[src/rtl/mem_arb_pkg.sv]
// rtl/mem_arb_pkg.sv - shared types, constants and grant selection for mem_arbiter
package mem_arb_pkg;

    typedef enum logic [1:0] {
        IDLE = 2'd0,
        OWN0 = 2'd1,
        OWN1 = 2'd2
    } arb_state_t;

    localparam int STAT_BITS = 16;
    localparam int LOCK_BITS = 4;

    // Round-robin pick: on contention the requester that was not last served wins.
    function automatic arb_state_t arb_pick(input logic r0, input logic r1, input logic last);
        arb_state_t s;
        if (r0 && r1) begin
            s = last ? OWN0 : OWN1;
        end else if (r0) begin
            s = OWN0;
        end else if (r1) begin
            s = OWN1;
        end else begin
            s = IDLE;
        end
        return s;
    endfunction

endpackage

[src/rtl/mem_arb_stat_cnt.sv]
// rtl/mem_arb_stat_cnt.sv - saturating grant-cycle counter with sync active-low clear
module mem_arb_stat_cnt
    import mem_arb_pkg::*;
(
    input  logic                 clk,
    input  logic                 clr_n,
    input  logic                 inc,
    output logic [STAT_BITS-1:0] count
);

    always_ff @(posedge clk) begin
        if (!clr_n) begin
            count <= '0;
        end else if (inc && (count != {STAT_BITS{1'b1}})) begin
            count <= count + 1'b1;
        end
    end

endmodule

[src/rtl/mem_arbiter.sv]
// rtl/mem_arbiter.sv - two-requester round-robin arbiter with bounded lock for a shared memory
// Optional grant statistics outputs gcnt0/gcnt1 when MEM_ARB_STATS_EN is defined.
module mem_arbiter
    import mem_arb_pkg::*;
#(
    parameter int WIDTH     = 8,
    parameter int ADDR_BITS = 8,
    parameter int LOCK_MAX  = 4
) (
    input  logic                 clk,
    input  logic                 reset,
    input  logic                 req0,
    input  logic                 req1,
    input  logic                 lock0,
    input  logic                 lock1,
    input  logic                 we0,
    input  logic                 we1,
    input  logic [ADDR_BITS-1:0] adr0,
    input  logic [ADDR_BITS-1:0] adr1,
    input  logic [WIDTH-1:0]     wdata0,
    input  logic [WIDTH-1:0]     wdata1,
    output logic                 gnt0,
    output logic                 gnt1,
    output logic                 rvalid0,
    output logic                 rvalid1,
    output logic [WIDTH-1:0]     rdata,
    output logic                 mem_we,
    output logic [ADDR_BITS-1:0] mem_adr,
    output logic [WIDTH-1:0]     mem_wdata,
    input  logic [WIDTH-1:0]     mem_rdata
`ifdef MEM_ARB_STATS_EN
    ,
    output logic [STAT_BITS-1:0] gcnt0,
    output logic [STAT_BITS-1:0] gcnt1
`endif
);

    localparam logic [LOCK_BITS-1:0] LOCK_LIM = LOCK_BITS'(LOCK_MAX);

    arb_state_t           state;
    arb_state_t           state_nxt;
    logic                 last;
    logic [LOCK_BITS-1:0] lockcnt;
    logic [LOCK_BITS-1:0] lockcnt_nxt;
    logic                 own_we;
    logic                 rd0_done;
    logic                 rd1_done;

    // Retention rules first; anything else falls back to the round-robin pick.
    always_comb begin
        state_nxt   = arb_pick(req0, req1, last);
        lockcnt_nxt = '0;
        case (state)
            OWN0: begin
                if (req0 && lock0 && (lockcnt < LOCK_LIM)) begin
                    state_nxt   = OWN0;
                    lockcnt_nxt = lockcnt + 1'b1;
                end else if (req0 && !req1) begin
                    state_nxt   = OWN0;
                    lockcnt_nxt = lock0 ? lockcnt : '0;
                end
            end
            OWN1: begin
                if (req1 && lock1 && (lockcnt < LOCK_LIM)) begin
                    state_nxt   = OWN1;
                    lockcnt_nxt = lockcnt + 1'b1;
                end else if (req1 && !req0) begin
                    state_nxt   = OWN1;
                    lockcnt_nxt = lock1 ? lockcnt : '0;
                end
            end
            default: begin
            end
        endcase
    end

    always_ff @(posedge clk) begin
        if (!reset) begin
            state   <= IDLE;
            last    <= 1'b1;
            lockcnt <= '0;
        end else begin
            state   <= state_nxt;
            lockcnt <= lockcnt_nxt;
            if (state_nxt == OWN0) begin
                last <= 1'b0;
            end else if (state_nxt == OWN1) begin
                last <= 1'b1;
            end
        end
    end

    assign gnt0 = (state == OWN0);
    assign gnt1 = (state == OWN1);

    always_comb begin
        mem_adr   = '0;
        mem_wdata = '0;
        own_we    = 1'b0;
        case (state)
            OWN0: begin
                mem_adr   = adr0;
                mem_wdata = wdata0;
                own_we    = we0;
            end
            OWN1: begin
                mem_adr   = adr1;
                mem_wdata = wdata1;
                own_we    = we1;
            end
            default: begin
            end
        endcase
    end

    // Gating with reset kills a write in the very cycle reset is asserted.
    assign mem_we = own_we & reset;

    assign rd0_done = gnt0 && !we0;
    assign rd1_done = gnt1 && !we1;

    always_ff @(posedge clk) begin
        if (!reset) begin
            rvalid0 <= 1'b0;
            rvalid1 <= 1'b0;
            rdata   <= '0;
        end else begin
            rvalid0 <= rd0_done;
            rvalid1 <= rd1_done;
            if (rd0_done || rd1_done) begin
                rdata <= mem_rdata;
            end
        end
    end

`ifdef MEM_ARB_STATS_EN
    mem_arb_stat_cnt u_gcnt0 (
        .clk   (clk),
        .clr_n (reset),
        .inc   (gnt0),
        .count (gcnt0)
    );

    mem_arb_stat_cnt u_gcnt1 (
        .clk   (clk),
        .clr_n (reset),
        .inc   (gnt1),
        .count (gcnt1)
    );
`endif

endmodule

[config.mk]
export PLATFORM = sky130hd
export DESIGN_NAME = mem_arbiter
export DESIGN_NICKNAME = d
export VERILOG_FILES = /design/src/rtl/mem_arb_pkg.sv /design/src/rtl/mem_arb_stat_cnt.sv /design/src/rtl/mem_arbiter.sv
export SDC_FILE = /design/constraint.sdc
export NUM_CORES = 1
export LEC_CHECK = 0
export BUFFER_PORTS_ARGS = -buffer_cell sky130_fd_sc_hd__buf_2
export CORE_ASPECT_RATIO = 1.75
export CORE_UTILIZATION = 39
export CTS_BUF_LIST = sky130_fd_sc_hd__clkbuf_16
export CTS_CLUSTER_SIZE = 14
export DETAILED_ROUTE_END_ITERATION = 16
export GPL_TIMING_DRIVEN = 0
export PLACE_DENSITY = 0.84
export SLEW_MARGIN = 20
export SYNTH_ARGS = -nofsm -noshare
export SYNTH_HDL_FRONTEND = slang
export SYNTH_SLANG_ARGS = --single-unit
export TNS_END_PERCENT = 5
[constraint.sdc]
create_clock -name clk -period 1.95 [get_ports clk]
set_input_delay 0 -clock clk [delete_from_list [all_inputs] [get_ports clk]]
set_output_delay 0 -clock clk [all_outputs]
set_load 0.02 [all_outputs]
==> summary.txt <==
Timing
  – Fin. max-slew vios: 0
  – Fin Clk Skew: about 0.0027 ns
  – Final min period: between 1.5 and 2 ns
  – Final setup fails: 0
  – Setup TNS: 0 ns
  – Fin. Hold Viols: 0
  – FMAX: between 0.5 and 0.6 GHz
  – Part of the cycle the worst path needs: 0.936
  – Worst-Margin Slew: around 0.47 ns
  – Worst slew margin: 0.684
  – WHS: 0.0172 ns
  – RSZ-0062 raised after global routing: no

Outcome
  – Outcome: finished, final reports clean

Place
  – RD Place Congestion: ~0.76
  – Port Buffer Count: 76
  – HPWL after detailed placement: about 2300 um
  – DP Area: 1430 um2

Worst setup path
  – Slowest CP cell: dfxtp_1
  – Buf/Inv on CP: 5
  – Largest stage delay on the critical path: roughly 0.33 ns
  – CP Launch Type: flop
  – Top Family by Delay on Critical Path: buffers and inverters
  – Crit. End Element: output pin
  – Worst Path Required: 1.95 ns
  – R2R depth: 8
  – R2R Path End: last
  – Max FO, Critical Path: 10
  – Critical path class: reg2out
  – CP Data Arrival Time: between 1.5 and 2 ns
  – Critical-path cell list: inv_1 > ha_2 > buf_6 > nor2b_1 > clkbuf_2 > clkbuf_4 > a22o_1 > buf_2
  – R2r setup slk: 0.18 ns
  – Launch point of the worst reg-to-reg path: state[0]

Finish
  – Layout net count: about 250
  – Fin util: 0.613
  – Area delta synth->final: 49.6%
  – Multi-input combinational cell area: 626 um2
  – Final instance area: 1530 um2
  – Layout cells sized above 1: 0.472
  – Fillers: 229
  – Sequential cell area: between 300 and 400 um2
  – N_diodes: 0

Clock tree
  – Total CTS buffers: 3
  – Root Driver: clkbuf_16
  – CTS tree: yes
  – H-tree levels: 1
  – Postcts setup bufs: 0
  – Clk sinks: 17
  – Max Buffers Root-to-Sink: 2
  – Worst skew pair latency: about 0.25 ns
  – Clk pin slew, worst setup/hold paths: approximately 0.050 ns

Die
  – Die height: between 60 and 70 um
  – Rows: 24
  – Die Width: just over 40 um
  – Io pins: 77
  – CORE AREA: around 2500 um2
  – Initial core utilization: 0.410
  – Die Footprint: 2830 um2

Synthesis
  – Syn avg cell area: about 9 um2
  – EDFF count, synth: 0
  – Mapped Nets: between 150 and 200
  – Ys async rst share: 0
  – Seq/Total Area, Yosys: 0.333
  – Synth Flop Type: dfxtp_1
  – Unique masters post-synth: 32
  – Seq cells post-synth: 17
  – Cell Area, Synth: 1020 um2
  – Ys Warns: 0
  – Post-synthesis cell count: roughly 110

Pwr
  – Power Dens Cells: between 600 and 700 nW/um2
  – Max IR drop VDD: between 0.0004 and 0.0005 V
  – Static leakage: 0.755 nW

Global routing
  – Vias in the first global route: between 1000 and 1500
  – First-pass GRT wire length: roughly 4600 um
  – Pin count of the biggest net entering global routing: 11
  – Initial antenna violation count: 0
  – Tot GR Track Use: 0.220
  – Total global routing overflow: 0

Detailed routing
  – Vias: between 1000 and 1500
  – DRT iter0 DRCs: 15
  – Final ANT Viol Nets: 0
  – WL per Instance: 12.9 um
  – First-pass DRT Iterations: 3
  – Vias/cell: 5.31
  – Total wire length: ~2800 um
  – DRC viols: 0

Flow run
  – Max-Cap Viols: 0

Hold path
  – HP Start: mem_rdata[4]
  – Hold depth: 3
  – Worst hold path type: in2reg
  – Hold Path Sink: rdata[4]
==> metrics by stage <==
stage               total power, mW  cells  setup WS (ns)
finish                        0.945    219          0.125
global route                  0.983    219         0.0248
detailed placement            0.543    215          0.137
global placement              0.538    215          0.180
CTS                           0.950    220         0.0648
floorplan                     0.462    113          0.218
==> power by group <==
part	switching [mW]	total, mW	leakage [nW]	internal (mW)
Clock	0.132	0.407	0.0409	0.274
Combinational	0.0904	0.174	0.577	0.0837
Sequential	0.00534	0.364	0.138	0.359
Total	0.228	0.945	0.755	0.716
==> synthesized netlist by cell type (2+ instances only) <==
cell type,count,area (um2)
nand2b_1,2,12.5
nand3_1,9,45.0
a22o_1,19,166
a21oi_1,11,55.1
inv_1,5,18.8
nand4bb_1,2,22.5
clkbuf_1,4,15.0
ha_1,4,50.1
nor2_1,4,15.0
o21ai_0,8,40.0
buf_2,2,10.0
a211oi_1,2,15.0
dfxtp_1,17,340
nand4b_1,3,26.3
nor2b_1,4,25.0
==> area by class of cell <==
class / instances / share of cell area
Sequential cell: 17 / 0.223
Clock inverter: 1 / 0.00328
Inverter: 5 / 0.0123
Timing Repair Buffer: 77 / 0.256
Buffer: 7 / 0.0262
Tap cell: 26 / 0.0213
Clock buffer: 3 / 0.0491
Multi-Input combinational cell: 83 / 0.409
==> layer usage <==
metal / wire length, um / part of all wire / GRT usage / up-vias
li1: - / - / - / 593
met1: 1230 / 0.43 / 0.259 / 533
met2: 1500 / 0.53 / 0.384 / 33
met3: 81 / 0.029 / 0.0288 / 4
met4: 19 / 0.0067 / 0.0556 / 0
met5: 0 / 0 / 0 / -
==> sequential cells by signal (all words and copies together) (netlist names) <==
name	cells
state	2
last	1
rdata	8
lockcnt	4
rvalid0	1
rvalid1	1
==> cell usage in the layout (no fill, tap or decap), types with 2 or more instances in the layout <==
cell type and instances:
dfxtp_1 17, a22o_1 19, buf_2 76, a211oi_1 2, o21ai_0 8, ha_2 2
nand4b_1 3, ha_1 2, a21oi_1 11, inv_1 5, clkbuf_16 3, nand2b_1 2
clkbuf_1 3, nand4bb_1 2, nand3_1 9, nor2b_1 4, clkbuf_2 2, nor2_1 4
==> how the worst max path moves through the flow <==
stage                     depth (start not counted)  slack, ns         end     start
after floorplan                                   8       0.22        last  state[0]
after global placement                            8       0.18        last  state[0]
after detailed placement                          8       0.14        last  state[0]
after CTS                                         7       0.06  mem_adr[3]  state[0]
after global routing                              8       0.02  mem_adr[3]  state[0]
final                                             8       0.12  mem_adr[3]  state[0]
==> tightest hold or removal path, delay by kind of cell <==
kind | cells | cell delay (ns)
AO/OA/AOI/OAI | 2 | 0.12
buffers and inverters | 1 | 0.09
==> cell families after synthesis <==
| kind of cell | after synthesis | share of synthesized area |
|---|---|---|
| AO/OA/AOI/OAI | 47 | 0.344 |
| AND/OR/NAND/NOR | 31 | 0.205 |
| flip-flops | 17 | 0.333 |
| buffers and inverters | 13 | 0.0588 |
| adder cells (fa/ha/maj) | 4 | 0.0490 |
| multiplexers | 1 | 0.00980 |
==> repair_timing <==
action | in CTS | in global routing
hold buffers | 1 | 0
hold endpoints to repair | 1 | 0
cloned | 0 | 0
resized for setup | 1 | 3
setup endpoints to repair | 10 | 10
Power figures use the tool's default switching activity.
